===== src/rtl/div_issue_ctrl_pkg.sv =====
// Shared types for the EX-stage divide issue/retire controller.
// alu_op_t is the core-wide ALU op encoding; div_state_t and DIV_CYCLES belong to the divide path.
package div_issue_ctrl_pkg;

  typedef enum logic [4:0] {
    ALU_ADD, ALU_SUB, ALU_SLL, ALU_SLT, ALU_SLTU, ALU_XOR, ALU_SRL, ALU_SRA,
    ALU_OR, ALU_AND, ALU_MUL, ALU_MULH, ALU_MULHSU, ALU_MULHU,
    ALU_DIV, ALU_DIVU, ALU_REM, ALU_REMU
  } alu_op_t;

  typedef enum logic [2:0] {IDLE, LAUNCH, WAIT, DRAIN, RESP} div_state_t;

  localparam int unsigned DIV_CYCLES = 32;

  function automatic logic is_div_op(alu_op_t op);
    return op inside {ALU_DIV, ALU_DIVU, ALU_REM, ALU_REMU};
  endfunction

  function automatic logic is_signed_div(alu_op_t op);
    return op inside {ALU_DIV, ALU_REM};
  endfunction

endpackage


===== src/rtl/div_issue_ctrl_if.sv =====
// Request/response and divider-side bus of the divide controller.
// slave is the controller's view; master is the core/divider side.
interface div_issue_ctrl_if import div_issue_ctrl_pkg::*; #(
  parameter int unsigned XLEN = 32
) ();

  logic            req_valid_i;
  alu_op_t         req_op_i;
  logic [XLEN-1:0] req_rs1_i;
  logic [XLEN-1:0] req_rs2_i;
  logic [4:0]      req_rd_i;
  logic            req_ready_o;
  logic            stall_o;
  logic            flush_i;
  logic            resp_valid_o;
  logic [XLEN-1:0] resp_data_o;
  logic [4:0]      resp_rd_o;
  alu_op_t         div_op_o;
  logic [XLEN-1:0] div_lhs_o;
  logic [XLEN-1:0] div_rhs_o;
  logic [XLEN-1:0] div_quo_u_i;
  logic [XLEN-1:0] div_rem_u_i;
  logic [XLEN-1:0] div_quo_s_i;
  logic [XLEN-1:0] div_rem_s_i;

  modport slave (
    input  req_valid_i, req_op_i, req_rs1_i, req_rs2_i, req_rd_i, flush_i,
           div_quo_u_i, div_rem_u_i, div_quo_s_i, div_rem_s_i,
    output req_ready_o, stall_o, resp_valid_o, resp_data_o, resp_rd_o,
           div_op_o, div_lhs_o, div_rhs_o
  );

  modport master (
    output req_valid_i, req_op_i, req_rs1_i, req_rs2_i, req_rd_i, flush_i,
           div_quo_u_i, div_rem_u_i, div_quo_s_i, div_rem_s_i,
    input  req_ready_o, stall_o, resp_valid_o, resp_data_o, resp_rd_o,
           div_op_o, div_lhs_o, div_rhs_o
  );

endinterface


===== src/rtl/div_issue_ctrl_special_case.sv =====
// Divide-by-zero and signed-overflow results resolved without the divider.
module div_special_case import div_issue_ctrl_pkg::*; #(
  parameter int unsigned XLEN = 32
) (
  input  alu_op_t         op,
  input  logic [XLEN-1:0] rs1,
  input  logic [XLEN-1:0] rs2,
  output logic            special,
  output logic [XLEN-1:0] result
);

  localparam logic [XLEN-1:0] SMIN = {1'b1, {(XLEN-1){1'b0}}};

  logic zero;
  logic ovf;
  logic is_rem;

  always_comb begin
    zero    = (rs2 == '0);
    ovf     = is_signed_div(op) && (rs1 == SMIN) && (rs2 == '1);
    is_rem  = op inside {ALU_REM, ALU_REMU};
    special = is_div_op(op) && (zero || ovf);
    result  = '0;
    if (zero)
      result = is_rem ? rs1 : '1;
    else if (ovf)
      result = is_rem ? '0 : SMIN;
  end

endmodule


===== src/rtl/div_issue_ctrl.sv =====
// EX-stage issue/retire FSM for DIV/DIVU/REM/REMU: stalls, pulses the divider,
// counts its fixed latency and returns the selected result to writeback.
module div_issue_ctrl import div_issue_ctrl_pkg::*; #(
  parameter int unsigned XLEN       = 32,
  parameter int unsigned DIV_CYCLES = div_issue_ctrl_pkg::DIV_CYCLES
) (
  input  logic             clk,
  input  logic             rst,
  div_issue_ctrl_if.slave  bus
);

  localparam logic [5:0] CNT_LAST = 6'(DIV_CYCLES - 1);

  div_state_t      state_q;
  logic [5:0]      cnt_q;
  alu_op_t         op_q;
  logic [XLEN-1:0] lhs_q;
  logic [XLEN-1:0] rhs_q;
  logic [4:0]      rd_q;
  logic [XLEN-1:0] data_q;

  logic            accept;
  logic            spec_hit;
  logic [XLEN-1:0] spec_result;
  logic [XLEN-1:0] sel_result;

  div_special_case #(.XLEN(XLEN)) u_special (
    .op      (bus.req_op_i),
    .rs1     (bus.req_rs1_i),
    .rs2     (bus.req_rs2_i),
    .special (spec_hit),
    .result  (spec_result)
  );

  assign accept = (state_q == IDLE) && bus.req_valid_i && is_div_op(bus.req_op_i) && !bus.flush_i;

  always_comb begin
    case (op_q)
      ALU_DIVU: sel_result = bus.div_quo_u_i;
      ALU_REMU: sel_result = bus.div_rem_u_i;
      ALU_DIV:  sel_result = bus.div_quo_s_i;
      ALU_REM:  sel_result = bus.div_rem_s_i;
      default:  sel_result = '0;
    endcase
  end

  // Flush cannot abort the divider, so the count always runs to completion
  // before IDLE; a flush landing on the final WAIT cycle goes straight to IDLE.
  always_ff @(posedge clk) begin
    if (rst) begin
      state_q <= IDLE;
      cnt_q   <= '0;
      op_q    <= ALU_ADD;
      lhs_q   <= '0;
      rhs_q   <= '0;
      rd_q    <= '0;
      data_q  <= '0;
    end else begin
      case (state_q)
        IDLE: begin
          if (accept) begin
            op_q  <= bus.req_op_i;
            lhs_q <= bus.req_rs1_i;
            rhs_q <= bus.req_rs2_i;
            rd_q  <= bus.req_rd_i;
            if (spec_hit) begin
              data_q  <= spec_result;
              state_q <= RESP;
            end else begin
              state_q <= LAUNCH;
            end
          end
        end
        LAUNCH: begin
          cnt_q   <= '0;
          state_q <= bus.flush_i ? DRAIN : WAIT;
        end
        WAIT: begin
          if (cnt_q == CNT_LAST) begin
            cnt_q   <= '0;
            data_q  <= sel_result;
            state_q <= bus.flush_i ? IDLE : RESP;
          end else begin
            cnt_q <= cnt_q + 6'd1;
            if (bus.flush_i)
              state_q <= DRAIN;
          end
        end
        DRAIN: begin
          if (cnt_q == CNT_LAST) begin
            cnt_q   <= '0;
            state_q <= IDLE;
          end else begin
            cnt_q <= cnt_q + 6'd1;
          end
        end
        RESP:    state_q <= IDLE;
        default: state_q <= IDLE;
      endcase
    end
  end

  assign bus.req_ready_o  = (state_q == IDLE);
  assign bus.stall_o      = accept || (state_q == LAUNCH) || (state_q == WAIT);
  assign bus.resp_valid_o = (state_q == RESP);
  assign bus.resp_data_o  = data_q;
  assign bus.resp_rd_o    = rd_q;
  // Any divide encoding here restarts the divider, so it is only driven in LAUNCH.
  assign bus.div_op_o     = (state_q == LAUNCH) ? op_q : ALU_ADD;
  assign bus.div_lhs_o    = lhs_q;
  assign bus.div_rhs_o    = rhs_q;

endmodule


===== src/flat_wrapper.sv =====
// flat-port wrapper written by rule: the top's interface ports become plain ports
module div_issue_ctrl_flat import div_issue_ctrl_pkg::*;
#(
  parameter int unsigned XLEN       = 32,
  parameter int unsigned DIV_CYCLES = div_issue_ctrl_pkg::DIV_CYCLES
)
  (clk, rst, bus_req_valid_i, bus_req_op_i, bus_req_rs1_i, bus_req_rs2_i, bus_req_rd_i, bus_flush_i, bus_div_quo_u_i, bus_div_rem_u_i, bus_div_quo_s_i, bus_div_rem_s_i, bus_req_ready_o, bus_stall_o, bus_resp_valid_o, bus_resp_data_o, bus_resp_rd_o, bus_div_op_o, bus_div_lhs_o, bus_div_rhs_o);
  div_issue_ctrl_if #(.XLEN(XLEN)) bus_i ();
  input  logic clk;
  input  logic rst;
  input wire logic [$bits(bus_i.req_valid_i)-1:0] bus_req_valid_i;
  input wire logic [$bits(bus_i.req_op_i)-1:0] bus_req_op_i;
  input wire logic [$bits(bus_i.req_rs1_i)-1:0] bus_req_rs1_i;
  input wire logic [$bits(bus_i.req_rs2_i)-1:0] bus_req_rs2_i;
  input wire logic [$bits(bus_i.req_rd_i)-1:0] bus_req_rd_i;
  input wire logic [$bits(bus_i.flush_i)-1:0] bus_flush_i;
  input wire logic [$bits(bus_i.div_quo_u_i)-1:0] bus_div_quo_u_i;
  input wire logic [$bits(bus_i.div_rem_u_i)-1:0] bus_div_rem_u_i;
  input wire logic [$bits(bus_i.div_quo_s_i)-1:0] bus_div_quo_s_i;
  input wire logic [$bits(bus_i.div_rem_s_i)-1:0] bus_div_rem_s_i;
  output wire logic [$bits(bus_i.req_ready_o)-1:0] bus_req_ready_o;
  output wire logic [$bits(bus_i.stall_o)-1:0] bus_stall_o;
  output wire logic [$bits(bus_i.resp_valid_o)-1:0] bus_resp_valid_o;
  output wire logic [$bits(bus_i.resp_data_o)-1:0] bus_resp_data_o;
  output wire logic [$bits(bus_i.resp_rd_o)-1:0] bus_resp_rd_o;
  output wire logic [$bits(bus_i.div_op_o)-1:0] bus_div_op_o;
  output wire logic [$bits(bus_i.div_lhs_o)-1:0] bus_div_lhs_o;
  output wire logic [$bits(bus_i.div_rhs_o)-1:0] bus_div_rhs_o;
  assign bus_i.req_valid_i = bus_req_valid_i;
  assign bus_i.req_op_i = bus_req_op_i;
  assign bus_i.req_rs1_i = bus_req_rs1_i;
  assign bus_i.req_rs2_i = bus_req_rs2_i;
  assign bus_i.req_rd_i = bus_req_rd_i;
  assign bus_i.flush_i = bus_flush_i;
  assign bus_i.div_quo_u_i = bus_div_quo_u_i;
  assign bus_i.div_rem_u_i = bus_div_rem_u_i;
  assign bus_i.div_quo_s_i = bus_div_quo_s_i;
  assign bus_i.div_rem_s_i = bus_div_rem_s_i;
  assign bus_req_ready_o = bus_i.req_ready_o;
  assign bus_stall_o = bus_i.stall_o;
  assign bus_resp_valid_o = bus_i.resp_valid_o;
  assign bus_resp_data_o = bus_i.resp_data_o;
  assign bus_resp_rd_o = bus_i.resp_rd_o;
  assign bus_div_op_o = bus_i.div_op_o;
  assign bus_div_lhs_o = bus_i.div_lhs_o;
  assign bus_div_rhs_o = bus_i.div_rhs_o;
  div_issue_ctrl #(.XLEN(XLEN), .DIV_CYCLES(DIV_CYCLES)) u_core (.clk(clk), .rst(rst), .bus(bus_i));
endmodule

===== config.mk =====
export PLATFORM = sky130hd
export DESIGN_NAME = div_issue_ctrl_flat
export DESIGN_NICKNAME = d
export VERILOG_FILES = /design/src/rtl/div_issue_ctrl_pkg.sv /design/src/rtl/div_issue_ctrl_if.sv /design/src/rtl/div_issue_ctrl_special_case.sv /design/src/rtl/div_issue_ctrl.sv /design/src/flat_wrapper.sv
export SDC_FILE = /design/constraint.sdc
export NUM_CORES = 1
export LEC_CHECK = 0
export CORE_MARGIN = 10
export CORE_UTILIZATION = 40
export DETAILED_ROUTE_END_ITERATION = 8
export PLACE_DENSITY = 0.81
export SYNTH_ARGS = -nofsm -noshare
export SYNTH_HDL_FRONTEND = slang
export SYNTH_HIERARCHICAL = 1
export SYNTH_SLANG_ARGS = --single-unit

===== constraint.sdc =====
create_clock -name clk -period 3.2 [get_ports clk]
set_clock_uncertainty 0.05 [all_clocks]
set_input_delay 0.48 -clock clk [delete_from_list [all_inputs] [get_ports clk]]
set_output_delay 0.48 -clock clk [all_outputs]
set_load 0.005 [all_outputs]

==> results of run 1 <==
## how the worst min path moves through the flow
stage | slack, ps | depth (start not counted) | end
after floorplan | 400 | 2 | u_core/op_q[4]
after global placement | 390 | 2 | u_core/bus.resp_rd_o[4]
after detailed placement | 400 | 2 | u_core/bus.div_lhs_o[31]
after CTS | 400 | 2 | u_core/bus.div_lhs_o[31]
after global routing | 360 | 3 | u_core/bus.div_rhs_o[7]
final | 340 | 3 | u_core/bus.div_rhs_o[7]
## worst max-delay path, delay by kind of cell
kind / cells / cell delay, ps
buffers and inverters: 4 / 1040
and+or+nand+nor: 6 / 1370
AOI/OAI and AO/OA: 3 / 450
## per-layer routing
metal	track usage (%)	share of wire [%]	up-vias
li1	-	-	3237
met1	25.5	38	3083
met2	39.3	49	267
met3	9.71	9.8	46
met4	10.3	3.1	2
met5	0	0.040	-
## registers in the layout (all words and copies together) (netlist names)
register,count
u_core/cnt_q,6
u_core/bus.resp_rd_o,5
u_core/bus.div_lhs_o,32
u_core/state_q,3
u_core/bus.div_rhs_o,32
u_core/bus.resp_data_o,32
u_core/op_q,5
## cell usage in the layout (no fill, tap or decap), types with 2 or more instances in the layout
| cell | n |
|---|---|
| a211oi_1 | 2 |
| a21oi_1 | 77 |
| a221oi_1 | 2 |
| a22oi_1 | 2 |
| and2_1 | 6 |
| buf_12 | 3 |
| buf_4 | 69 |
| buf_6 | 3 |
| bufinv_16 | 5 |
| clkbuf_1 | 3 |
| clkbuf_16 | 19 |
| clkbuf_8 | 2 |
| clkdlybuf4s50_1 | 305 |
| clkinv_2 | 3 |
| dfxtp_1 | 114 |
| dlymetal6s2s_1 | 8 |
| inv_1 | 3 |
| mux2i_1 | 97 |
| nand2_1 | 152 |
| nand2b_1 | 2 |
| nand3_1 | 3 |
| nand4_1 | 9 |
| nand4b_1 | 4 |
| nor2_1 | 7 |
| nor3_1 | 7 |
| nor4_1 | 13 |
| nor4_4 | 2 |
| o21a_1 | 33 |
| o21ai_0 | 4 |
| o22ai_1 | 33 |
| o2bb2ai_1 | 19 |
| o2bb2ai_2 | 12 |
| or4b_1 | 3 |
## through the flow
| stage | area [um^2] | power (mW) | hold WS, ps | util (%) |
|---|---|---|---|---|
| 2_1_floorplan | 6010 | 1.64 | 398 | - |
| 3_3_place_gp | 9710 | 2.03 | 391 | 66.3 |
| 3_5_place_dp | 9710 | 2.04 | 396 | 66.3 |
| 4_1_cts | 10400 | 4.17 | 403 | 70.8 |
| 5_1_grt | 10500 | 4.27 | 365 | 71.6 |
| 6_report | 10500 | 4.14 | 341 | 71.6 |
## power by group
group | internal [mW] | switching (mW)
registers | 1.45 | 0.0152
clock network | 1.47 | 0.660
logic | 0.356 | 0.200
## cell families (layout without fill, tap and decap cells)
kind of cell | count (synthesis) | in the layout | share of synthesized area (%)
AOI/OAI and AO/OA | 195 | 195 | 22.6
and+or+nand+nor | 224 | 224 | 17.6
buffers and inverters | 61 | 425 | 5.02
DFF | 115 | 115 | 38.3
muxes | 98 | 98 | 16.3
adders and majority gates | 1 | 1 | 0.208
## repair_timing
action | CTS | global route
hold buffers | 0 | 0
endpoints found under the setup margin | 0 | 32
gates resized for setup | 0 | 20
## layout make-up
type / instances / area share (%)
Timing Repair Buffer: 390 / 36.2
Multi-Input combinational cell: 518 / 33.2
Sequential cell: 115 / 22.0
Clock buffer: 23 / 4.67
Tap cell: 184 / 2.20
Clock inverter: 9 / 1.65
Inverter: 3 / 0.107
==> out/qor.txt, run 1 <==
Status: finished, final reports clean
PwrDens: 395 mW/mm^2
Clock period minus worst slack: 3090 ps
Yosys top cell area share: 38.3%
Post-synthesis instance area: 0.00601 mm^2
Clk sinks: 115
Net count after synthesis: 901
Max-slew headroom: 21.8%
Crit start category: input pin
Gate Count Post-Synth: 694
Hold wc startpoint: bus_req_rs2_i[7]
P_leak: 3.56 nW
Drt wl/cell: 20.2 um
Pin count of the biggest net entering global routing: 73
CP Capture Type: flop
Kind of critical path: input pin to flop
Slowest stage cell, crit path: clkdlybuf4s50_1
Filler cells: 1129
1st-iter DRT viols: 378
First-pass GRT wire length: 37300 um
Tightest Pin Transition: 1170 ps
Placed insts: 1207
GRT Util Overall: 23.5%
Antenna viol nets, final: 0
Crit path required time: 3450 ps
Share of layout cells above drive strength 1: 12.9%
Final hold violations: 0
Post-synth top cells: 152 x nand2_1, 115 x dfxtp_1, 97 x mux2i_1
CTS max path bufs: 2
Crit Reg-Reg Startpoint: u_core/state_q[1]
Most frequent cell after synthesis: nand2_1
Crit path cell chain: clkdlybuf4s50_1, nand4_1, nor4_4, buf_4, nand4_1, nor3_2, o21a_1, or4b_4, a211oi_2, buf_4, nor3_4, clkbuf_16, o2bb2ai_1
DP Worst Slack: -353 ps
Worst setup path start: bus_req_rs2_i[11]
Yosys reg bits: 115
Hold/Removal Path Class: input pin to flop
Antenna cells: 0
Clock transition at path regs: 50 ps
Detailed Place HPWL: 19500 um
Pins Over Slew Limit: 0
Root Buffer Master: clkbuf_16
Yosys top cell by area: dfxtp_1
Drt drc: 0
Core Box Area: 0.0146 mm^2
Via count: 6635
Vias in the first global route: 6773
CP endpoint: u_core/bus.resp_data_o[5]
# setup viols final: 0
Worst setup margin: 114 ps
Total grt overflow: 0
DIE AREA: 0.0203 mm^2
Area Growth Syn to Fin: 74.4%
EDFF count, synth: 0
Yosys synthesis warning count: 6
Library cells used by synthesis: 53
Pre-Repair DR Iteration Count: 5
Tcrit/Tclk final: 96.4%
DIE HEIGHT: 143 um
Total negative slack: 0 ps
PortBufs: 314
CTS tree: yes
Fmax: 324 MHz
# rows: 44
CTS Buf Count: 17
Sequential cell area: 0.00231 mm^2
I/O pin count: 315
GP Congestion: 0.898
Ys flop type: dfxtp_1
Worst VDD drop: 0.384 mV
Nets: 1252
Sequential share of the synthesized area: 38.3%
Initial Util: 41.1%
H-tree lvl count: 4
Multi-input gate area: 0.00348 mm^2
Max_cap viols: 0
Syn Area/Cell: 8.66 um^2
Async set-reset flop share out of synthesis: 0%
R2R depth: 5
Ranking of synthesized cells by area: dfxtp_1 38%, mux2i_1 16%, nand2_1 9.5%
Initial antenna violation count: 1
Reg-to-Reg End: u_core/bus.div_lhs_o[13]
Clock Latency Late Sink: 410 ps
Slowest cell delay on critical path: 490 ps
Final wirelength: 25100 um
Drt via density: 5.34
Die Wd: 143 um
Fin cells: 1242
Reg2Reg Setup Slack: 900 ps
Crit path max fanout: 8
Critical path arrival: 3340 ps
Post-CTS Setup Bufs: 0
(Power assumes the default switching activity.)
==> run 2, diff against run 1 <==
- ABC_AREA: not set -> 1
- CORE_UTILIZATION: 40 -> 42
==> run 2 against run 1 <==
  * Clock power decreased by 9%
  * Area after synthesis increased by 13%
  * Register-to-register slack got worse by 260 ps
  * Non-clock buffer count decreased by 61
  * Clock-buffer cell count decreased by 2
  * First-iteration DRC count increased by 83%
  * Total power increased by 23%
  * Sequential share of layout area decreased by 0.32 points
  * Routed wire length increased by 17%
  * Synthesized cell count increased by 58%
  * Critical path type is now flop to output pin
  * Critical endpoint is now bus_div_op_o[0]
==> out/qor.txt, run 2 <==
Pins Over Slew Limit: 0
Crit path cell chain: inv_2, nor3_1, inv_1, nor2_1, clkdlybuf4s50_1
Tcrit/Tclk final: 84.4%
Area Growth Syn to Fin: 55.8%
R2R depth: 7
WHS: 416 ps
Hold wc startpoint: u_core/bus.resp_data_o[5]
Via count: 8368
Drt drc: 0
# rows: 46
Ranking of synthesized cells by area: dfxtp_1 34%, nor2_1 16%, nand2_1 9.8%
Pint: 3.49 mW
Pin count of the biggest net entering global routing: 76
Yosys reg bits: 115
Final hold violations: 0
Hold/Removal Path Class: flop to flop
Vias in the first global route: 8113
Yosys top cell area share: 33.8%
Core Box Area: 0.0159 mm^2
Max_cap viols: 0
Total negative slack: 0 ps
DP Worst Slack: 368 ps
Commonest non-fill, non-tap cells in the layout: 313 x clkdlybuf4s50_1, 293 x nor2_1, 178 x nand2_1, 115 x dfxtp_1, 109 x nand3_1
Worst VDD drop: 0.387 mV
Reg-to-Reg End: u_core/bus.resp_data_o[7]
Clock transition at path regs: 50 ps
I/O pin count: 315
Drt via density: 5.22
Die Wd: 147 um
Crit Reg-Reg Startpoint: u_core/op_q[0]
Fin cells: 1603
Share of layout cells above drive strength 1: 8.16%
PortBufs: 314
Library cells used by synthesis: 33
Slowest stage cell, crit path: clkdlybuf4s50_1
Worst setup path start: u_core/state_q[0]
Syn Area/Cell: 6.21 um^2
DIE AREA: 0.0217 mm^2
Sequential share of the synthesized area: 33.8%
Async set-reset flop share out of synthesis: 0%
Post-CTS sizing: 0
P_sw: 1.60 mW
Max-slew headroom: 48.5%
Clk network pwr share: 37.8%
Final wirelength: 29500 um
Pre-Repair DR Iteration Count: 5
Commonest non-fill, non-tap cell in the layout: clkdlybuf4s50_1
Yosys top cell by area: dfxtp_1
Hold_buf cts: 0
Tightest Pin Transition: 772 ps
CTS Buf Count: 17
Net count after synthesis: 1305
CTS tree: yes
Worst setup margin: 498 ps
H-tree lvl count: 4
Critical path arrival: 2170 ps
Placed insts: 1570
GP Congestion: 0.877
Drt wl/cell: 18.4 um
Sw frac: 31.5%
Root Buffer Master: clkbuf_16
Crit start category: flop
Post-synth top cells: 295 x nor2_1, 178 x nand2_1, 115 x dfxtp_1
CP Capture Type: output pin
Most frequent cell after synthesis: nor2_1
DIE HEIGHT: 147 um
Slowest cell delay on critical path: 540 ps
Post-synthesis instance area: 0.00682 mm^2
Status: finished, final reports clean
CP endpoint: bus_div_op_o[0]
Kind of critical path: flop to output pin
Clk sinks: 115
EDFF count, synth: 0
Sequential Power Share: 31.3%
1st-iter DRT viols: 690
Ys flop type: dfxtp_1
Antenna viol nets, final: 0
Reg2Reg Setup Slack: 640 ps
Total grt overflow: 0
Clock Latency Late Sink: 420 ps
WP depth: 5
Detailed Place HPWL: 22200 um
Core Util, Final: 66.9%
RSZ-0062 raised after global routing: false
GRT Util Overall: 25.9%
Crit path required time: 2670 ps
Gate Count Post-Synth: 1098
CTS max path bufs: 2
Crit path max fanout: 7
Clock period minus worst slack: 2700 ps
Initial Util: 42.9%
Fmax: 370 MHz
First-pass GRT wire length: 45200 um
Nets: 1580
CP bufs+invs: 3
Comb pwr share: 30.9%
CP top delay family: buffers and inverters
Yosys synthesis warning count: 6
Initial antenna violation count: 3
PwrDens: 479 mW/mm^2
Post-CTS Setup Bufs: 0
# setup viols final: 0
P_leak: 4.57 nW
## run 2: cell type report
cell class                      count  area (um^2)
Clock inverter                     10          133
Tap cell                          216          270
Antenna cell                        2         5.00
Inverter                           69          262
Clock buffer                       21          460
Timing Repair Buffer              329         3280
Sequential cell                   115         2300
Fill cell                        1438         5270
Multi-Input combinational cell    841         3910
## run 2: worst min path at each step
| stage | cells past startpoint | slack, ps | end |
|---|---|---|---|
| global route | 2 | 430 | u_core/bus.resp_data_o[0] |
| floorplan | 2 | 410 | u_core/cnt_q[5] |
| detailed placement | 2 | 410 | u_core/bus.resp_data_o[0] |
| global placement | 2 | 400 | u_core/bus.resp_data_o[24] |
| CTS | 2 | 410 | u_core/bus.resp_data_o[0] |
| finish | 2 | 420 | u_core/bus.resp_data_o[5] |
## run 2: worst register-to-register path: stages (launching register included)
cell      delay [ps]
dfxtp_1          360
inv_1            560
nand3_1          740
nor2_1           280
nor2_1            60
nand3b_1         180
nand3_1          110
a21oi_1          150
## run 2: power groups by stage
stage	Clock, mW	Sequential [mW]	Combinational [mW]
floorplan	0	1.62	0.800
global placement	0	1.62	1.52
detailed placement	0	1.62	1.54
CTS	1.94	1.59	1.55
global route	2.00	1.61	1.70
finish	1.92	1.59	1.57
## run 2: cells by family after synthesis
| family | share of synthesized area, % |
|---|---|
| fa+ha+maj | 0.184 |
| compound gates | 10.3 |
| buf+inv | 9.12 |
| simple gates | 46.6 |
| flops | 33.8 |
## run 2: routing by layer
metal	track usage [%]	wire (um)	part of all wire [%]	up-vias
met1	31.8	12200	41	3785
met4	11.1	1040	3.5	2
met2	39.9	13100	44	399
li1	-	-	-	4122
met3	9.65	3210	11	60
met5	0	13	0.044	-
## run 2: metrics by stage
| stage | area (um^2) | total power, mW |
|---|---|---|
| floorplan | 6820 | 2.42 |
| CTS | 10600 | 5.08 |
| detailed placement | 10000 | 3.16 |
| global route | 10600 | 5.31 |
| global placement | 10000 | 3.14 |
| finish | 10600 | 5.09 |
